File: src/rtl/sap1_ctrl_pkg.sv
// Shared constants for the SAP-1 control unit: opcodes, ring states and
// control-word bit positions.
package sap1_ctrl_pkg;

  localparam logic [3:0] OP_LDA = 4'h0;
  localparam logic [3:0] OP_ADD = 4'h1;
  localparam logic [3:0] OP_SUB = 4'h2;
  localparam logic [3:0] OP_OUT = 4'hE;
  localparam logic [3:0] OP_HLT = 4'hF;

  localparam int NUM_T = 6;

  localparam logic [NUM_T-1:0] T1 = 6'b000001;
  localparam logic [NUM_T-1:0] T2 = 6'b000010;
  localparam logic [NUM_T-1:0] T3 = 6'b000100;
  localparam logic [NUM_T-1:0] T4 = 6'b001000;
  localparam logic [NUM_T-1:0] T5 = 6'b010000;
  localparam logic [NUM_T-1:0] T6 = 6'b100000;

  // Control word packs as {cp,ep,lm,ce,li,ei,la,ea,su,eu,lb,lo}, cp in the MSB.
  localparam int CTRL_W = 12;
  localparam int CP_B = 11;
  localparam int EP_B = 10;
  localparam int LM_B = 9;
  localparam int CE_B = 8;
  localparam int LI_B = 7;
  localparam int EI_B = 6;
  localparam int LA_B = 5;
  localparam int EA_B = 4;
  localparam int SU_B = 3;
  localparam int EU_B = 2;
  localparam int LB_B = 1;
  localparam int LO_B = 0;

  typedef logic [CTRL_W-1:0] ctrl_t;

endpackage

File: src/rtl/t_ring_counter.sv
// One-hot rotate-left ring counter with synchronous active-low reset and
// an advance enable; the top bit wraps back into bit 0.
module t_ring_counter #(
  parameter int W = 6
) (
  input  logic         clk,
  input  logic         reset,
  input  logic         adv,
  output logic [W-1:0] t_state
);

  always_ff @(posedge clk) begin
    if (!reset)   t_state <= {{(W-1){1'b0}}, 1'b1};
    else if (adv) t_state <= {t_state[W-2:0], t_state[W-1]};
  end

endmodule

File: src/rtl/controller_sequencer.sv
// SAP-1 control unit: drives the ring counter, holds the sticky halt flag and
// decodes the microcode control word from ring state and opcode.
module controller_sequencer
  import sap1_ctrl_pkg::*;
(
  input  logic       clk,
  input  logic       reset,
  input  logic [3:0] opcode,
  input  logic       step_mode,
  input  logic       step,
  output logic [5:0] t_state,
  output logic       halted,
  output logic       cp,
  output logic       ep,
  output logic       lm,
  output logic       ce,
  output logic       li,
  output logic       ei,
  output logic       la,
  output logic       ea,
  output logic       su,
  output logic       eu,
  output logic       lb,
  output logic       lo
);

  logic  adv_req;
  logic  hlt_now;
  ctrl_t ctrl;

  assign adv_req = !halted && (!step_mode || step);
  // HLT consumes the T4 advance: the flag sets and the ring stays parked at T4.
  assign hlt_now = adv_req && (t_state == T4) && (opcode == OP_HLT);

  t_ring_counter #(.W(NUM_T)) u_ring (
    .clk     (clk),
    .reset   (reset),
    .adv     (adv_req && !hlt_now),
    .t_state (t_state)
  );

  always_ff @(posedge clk) begin
    if (!reset)       halted <= 1'b0;
    else if (hlt_now) halted <= 1'b1;
  end

  always_comb begin
    ctrl = '0;
    if (!halted) begin
      case (t_state)
        T1: begin ctrl[EP_B] = 1'b1; ctrl[LM_B] = 1'b1; end
        T2: ctrl[CP_B] = 1'b1;
        T3: begin ctrl[CE_B] = 1'b1; ctrl[LI_B] = 1'b1; end
        T4: begin
          case (opcode)
            OP_LDA, OP_ADD, OP_SUB: begin ctrl[EI_B] = 1'b1; ctrl[LM_B] = 1'b1; end
            OP_OUT:                 begin ctrl[EA_B] = 1'b1; ctrl[LO_B] = 1'b1; end
            default: ;
          endcase
        end
        T5: begin
          case (opcode)
            OP_LDA:         begin ctrl[CE_B] = 1'b1; ctrl[LA_B] = 1'b1; end
            OP_ADD, OP_SUB: begin ctrl[CE_B] = 1'b1; ctrl[LB_B] = 1'b1; end
            default: ;
          endcase
        end
        T6: begin
          case (opcode)
            OP_ADD: begin ctrl[EU_B] = 1'b1; ctrl[LA_B] = 1'b1; end
            OP_SUB: begin ctrl[EU_B] = 1'b1; ctrl[LA_B] = 1'b1; ctrl[SU_B] = 1'b1; end
            default: ;
          endcase
        end
        default: ;
      endcase
    end
  end

  assign {cp, ep, lm, ce, li, ei, la, ea, su, eu, lb, lo} = ctrl;

endmodule

File: config.mk
export PLATFORM = sky130hd
export DESIGN_NAME = controller_sequencer
export DESIGN_NICKNAME = d
export VERILOG_FILES = /design/src/rtl/sap1_ctrl_pkg.sv /design/src/rtl/t_ring_counter.sv /design/src/rtl/controller_sequencer.sv
export SDC_FILE = /design/constraint.sdc
export NUM_CORES = 1
export LEC_CHECK = 0
export ABC_AREA = 1
export BUFFER_PORTS_ARGS = -buffer_cell sky130_fd_sc_hd__buf_2
export CAP_MARGIN = 0
export CORE_MARGIN = 4
export CORE_UTILIZATION = 39
export CTS_CLUSTER_SIZE = 25
export DETAILED_ROUTE_END_ITERATION = 7
export PLACE_DENSITY_LB_ADDON = 0.05
export SLEW_MARGIN = 20
export SYNTH_ARGS = -nofsm -noshare
export SYNTH_HDL_FRONTEND = slang
export SYNTH_SLANG_ARGS = --single-unit
File: constraint.sdc
create_clock -name clk -period 1.17 [get_ports clk]
set_clock_uncertainty 0.2 [all_clocks]
set_input_delay 0.117 -clock clk [delete_from_list [all_inputs] [get_ports clk]]
set_output_delay 0.117 -clock clk [all_outputs]
set_load 0.02 [all_outputs]
Word level (Yosys, flattened, before mapping):

Cells that the tools add are included.

* reduce and logical (&&, ||, !) cells: 11
* multiply operators: 0
* muxes and demuxes: 16
* shift operators: 0
* order comparisons: 0
* $add $sub $neg: 0
* equal/unequal tests: 10
* div/mod/pow operators: 0
* bitwise operators: 0

Operators by type and width (count)
* two-way mux 12 bit: 1
* two-way mux 1 bit: 11
* equality test 4 bit, second input constant: 2
* equality test 6 x 1 -> 1 bit, second input constant: 1
* equality test 6 x 2 -> 1 bit, second input constant: 1
* equality test 6 x 3 -> 1 bit, second input constant: 1
* equality test 6 x 4 -> 1 bit, second input constant: 1
* equality test 6 x 5 -> 1 bit, second input constant: 1
* equality test 6 bit, second input constant: 1
* one-hot mux 1 bit (2 select lines): 3
* equality test 4 x 1 -> 1 bit, second input constant: 1
* equality test 4 x 2 -> 1 bit, second input constant: 1
* logical AND 1 bit: 4
* zero test 4 bit: 1
* zero test 1 bit: 3
* OR reduction 3 bit: 1
* two-way mux 2 bit: 1
* OR reduction 2 bit: 1
* logical OR 1 bit: 1

* memory bits (read-only): 0
* memories: 0
* output and inout bits: 19
* RAM bits: 0
* bits in latches: 0
* input bits: 8
* word-level logic and storage cells: 39
* register bits: 7

Longest topological paths before layout:

* word-level depth: 7
* gate-level depth with buffers: 8
* mapped depth without buffers: 8

By module:

Synthesis repeated with hierarchy kept, for this count alone.

* cell total of the unflattened synthesis: 94
* area, all modules: 526.8 um^2

By module, submodules not included
* controller_sequencer: area each 285.3 um^2, seq. area each 20.0 um^2, cells an instance 58, times used 1
* t_ring_counter: area each 241.5 um^2, seq. area each 120.1 um^2, cells an instance 36, times used 1

Worst setup path before layout:

Ideal clock, no wire load.

* path type: reg2out
* start: register u_ring.t_state[3]
* end: output port lo
* required time: 0.853 ns
* setup slack: -0.737 ns
* data arrival time: 1.590 ns
* buffers on the path: 1
* stages on the path, launching flop included: 6
* cell sequence: dfxtp_1 inv_2 nor2_1 nand3_2 nor3_1 buf_4

* word-level cells in the longest chain between the ends: 3

RTL lines
* start, declared: RTL line t_ring_counter.sv:9 `output logic [W-1:0] t_state`
* start signal, assigned: RTL line t_ring_counter.sv:13 `if (!reset) t_state <= {{(W-1){1'b0}}, 1'b1};`
* start signal, assigned: RTL line t_ring_counter.sv:14 `else if (adv) t_state <= {t_state[W-2:0], t_state[W-1]};`
* equality test 6 x 4 -> 1 bit: RTL line controller_sequencer.sv:50 `case (t_state)`
* two-way mux 1 bit: RTL line controller_sequencer.sv:50
* two-way mux 12 bit: RTL line controller_sequencer.sv:49 `if (!halted) begin`
* end, declared: RTL line controller_sequencer.sv:24 `output logic lo`

Every way passes these cells.

Worst setup path in the final report:

* start: register u_ring.t_state[1]
* end: output port su

* word-level cells in the longest chain between the ends: 3

RTL lines
* equality test 6 bit: RTL line controller_sequencer.sv:50
* two-way mux 2 bit: RTL line controller_sequencer.sv:50
* two-way mux 12 bit: RTL line controller_sequencer.sv:49
* end, declared: RTL line controller_sequencer.sv:21 `output logic su,`

Every way passes these cells.

==> impl_metrics.ini <==
[run]
cap_violations = 0

[critical_path]
path_cells = nor2_4, nand2_2, nor2_4, nand3_4, nor3b_4, buf_6
critical_path_required_ns = 0.85
reg2reg_depth = 10
critPathMaxFanout = 3
crit_arrival_ns = 1.39
critPathCaptureType = primary output
max_stage_delay_ns = 0.35
critPathKind = register to primary output
crit_top_cell = nor2_4
cp-start-kind = register
crit_slowest_cell = dfxtp_4

[yosys]
ys_seq_area_frac = 0.2593
netlist_top_cells_area = dfxtp_1, nand2_1, nand3_1
netlist_area_um2 = 540.5
ys_top_cells_by_count = nand2_1, nor2_1, inv_1
synth_cells = 89
post-synth-top-area-cell = dfxtp_1
synth_warnings = 0
synth_top_area_frac = 0.2593
yosysMostFrequentCell = nand2_1
synth_fp_nets = 97
synth_cell_type_count = 19
synth_edf_count = 0
syn_area_per_cell_um2 = 6.073
ys.flop_type = dfxtp_1
async_flop_share = 0
ys_ff_latch = 7

[floorplan]
io_pins = 27
initial_core_util = 0.4154
core_area_um2 = 1301
die-height_um = 45.23
rows = 13
die_x_um = 45.23
dieArea_um2 = 2046

[route]
drtAntennaViolNets = 0
first_iter_violations = 35
viasPerCell = 5.370
wire_per_inst_um = 16.04
drc_errors = 0
via_count = 870
drt-pass1-iter-count = 4
wl_um = 2599

[run_status]
violations = setup timing
status = complete, but fails checks

[clock_network]
cts_tree = done
worstSkewPairLatency_ns = 0.26
htreeDepth = 1
clkSlewWorstSetupHoldPaths_ns = 0.06
cts_sinks = 7
clockBufferDepth = 2
root_buffer = clkbuf_4
cts_buffers = 3

[power_and_ir_drop]
p_leak_nw = 0.6080
vdd_drop_max_v = 0.0006701
p_switching_mw = 0.3457
comb_power_share = 0.446
clkPwrFrac = 0.251
powerDensity_nw_per_um2 = 770.8
power_mw = 0.9249
internal_power_mw = 0.5792
p_sw_frac = 0.3737
power_frac_seq = 0.303

[finish]
stdcell_count = 162
multiInputGateArea_um2 = 452.9
area_growth_pct = 122.0
nFillCells = 52
diodes = 0
finalNetCount = 156
utilization = 0.9221
regArea_um2 = 161.4
drive_gt1_frac = 0.6463

[placement]
place_congestion = 0.8259
dp_hpwl_um = 1307
dp_worst_setup_slack_ns = -0.3025
dp_cells = 149
portBuffers = 26

[global_routing]
antenna_found_initial = 0
grt_pass1_wl_um = 3374
grt-ovfl-total = 0
grt_pass1_vias = 749
grt.total_usage = 0.2308
grt_max_degree = 8

[min_path]
hold_depth = 6
hold_class = input pin to register

[sta]
min_period_over_period = 1.456
grt_setup_unrepaired = yes
min_period_ns = 1.704
drv_slew = 0
setup_viol = 26
fmax_mhz = 587.0
finalHoldViolCount = 0
setup_ws_ns = -0.5336
tightest_slew_ns = 0.2440
slew_headroom = 0.8368
fin_hold_ws_ns = 0.2213
-- routing by layer --
metal | part of all wire | up-vias | GRT usage
met5 | 0 | - | 0
met4 | 0.037 | 0 | 0.1053
met3 | 0.11 | 13 | 0.03187
met2 | 0.51 | 64 | 0.4350
met1 | 0.34 | 392 | 0.2482
li1 | - | 401 | -
-- registers in the layout, indices dropped and copies added (netlist names) --
| register | count |
|---|---|
| u_ring.t_state | 6 |
| halted | 1 |
-- path summary, 6_finish.rpt --
| kind | from | end | slack (ns) |
|---|---|---|---|
| worst max-delay path | u_ring.t_state[1]$_SDFFE_PN0P_ | su | -0.53 |
| worst min-delay path | step_mode | u_ring.t_state[0]$_SDFFE_PN1P_ | 0.22 |
| worst max register to register | u_ring.t_state[1]$_SDFFE_PN0P_ | u_ring.t_state[5]$_SDFFE_PN0P_ | -0.46 |
| worst min register to register | u_ring.t_state[0]$_SDFFE_PN1P_ | u_ring.t_state[0]$_SDFFE_PN1P_ | 0.39 |
-- metrics by stage --
stage,instance area (um^2),setup TNS (ns)
finish,1200,-8.579
global route,1200,-9.879
CTS,1127,-7.294
detailed placement,925.9,-3.637
global placement,925.9,-3.192
floorplan,638.1,-2.847
-- area by class of cell --
type	instances	share of cell area
repair buffers	55	0.3983
multi-input cells	65	0.3775
flip-flops and latches	7	0.1345
inverters	16	0.05214
clock buffers	4	0.02190
well taps	15	0.01564
-- logic make-up after synthesis --
kind of cell / count (synthesis) / share of synthesized area
buffers and inverters: 17 / 0.1250
and+or+nand+nor: 60 / 0.5324
DFF: 7 / 0.2593
AOI/OAI and AO/OA: 5 / 0.08335
-- power groups by stage --
| stage | logic (mW) | clock network [mW] | registers, mW |
|---|---|---|---|
| floorplan | 0.148 | 0 | 0.307 |
| global placement | 0.298 | 0 | 0.282 |
| detailed placement | 0.300 | 0 | 0.282 |
| CTS | 0.356 | 0.231 | 0.280 |
| global route | 0.440 | 0.241 | 0.283 |
| finish | 0.412 | 0.232 | 0.280 |
-- cell usage in the layout (no fill, tap or decap) --
cell type and count:
dfxtp_2 2, nand2_1 18, nand4_1 2, inv_1 12, nor2_4 6, clkinv_1 1
o22ai_1 1, nor3_2 1, nor2_1 7, clkbuf_1 1, dlygate4sd3_1 1, a21boi_1 1
nand2_2 3, nor3_4 1, nor3b_4 1, buf_4 24, dfxtp_4 5, or2_4 1
inv_2 2, nor2_2 7, clkbuf_4 3, o21bai_4 1, buf_6 22, inv_4 1
o22ai_2 2, buf_2 8, nand3_2 3, nand3_1 8, nand3_4 2
-- worst max-delay path, delay by kind of cell (launching register included) --
kind | cells | cell delay [ns]
and+or+nand+nor | 5 | 0.64
buffers and inverters | 1 | 0.14
DFF | 1 | 0.35
-- repair_timing --
item                                    CTS  global route
endpoints found under the setup margin   25            25
endpoints found under the hold margin     7             0
hold buffers                              1             0
buffers inserted                          4             4
pin swaps                                11             5
resized for setup                        40            14
gates cloned                              0             0
Power figures use the tool's default switching activity.
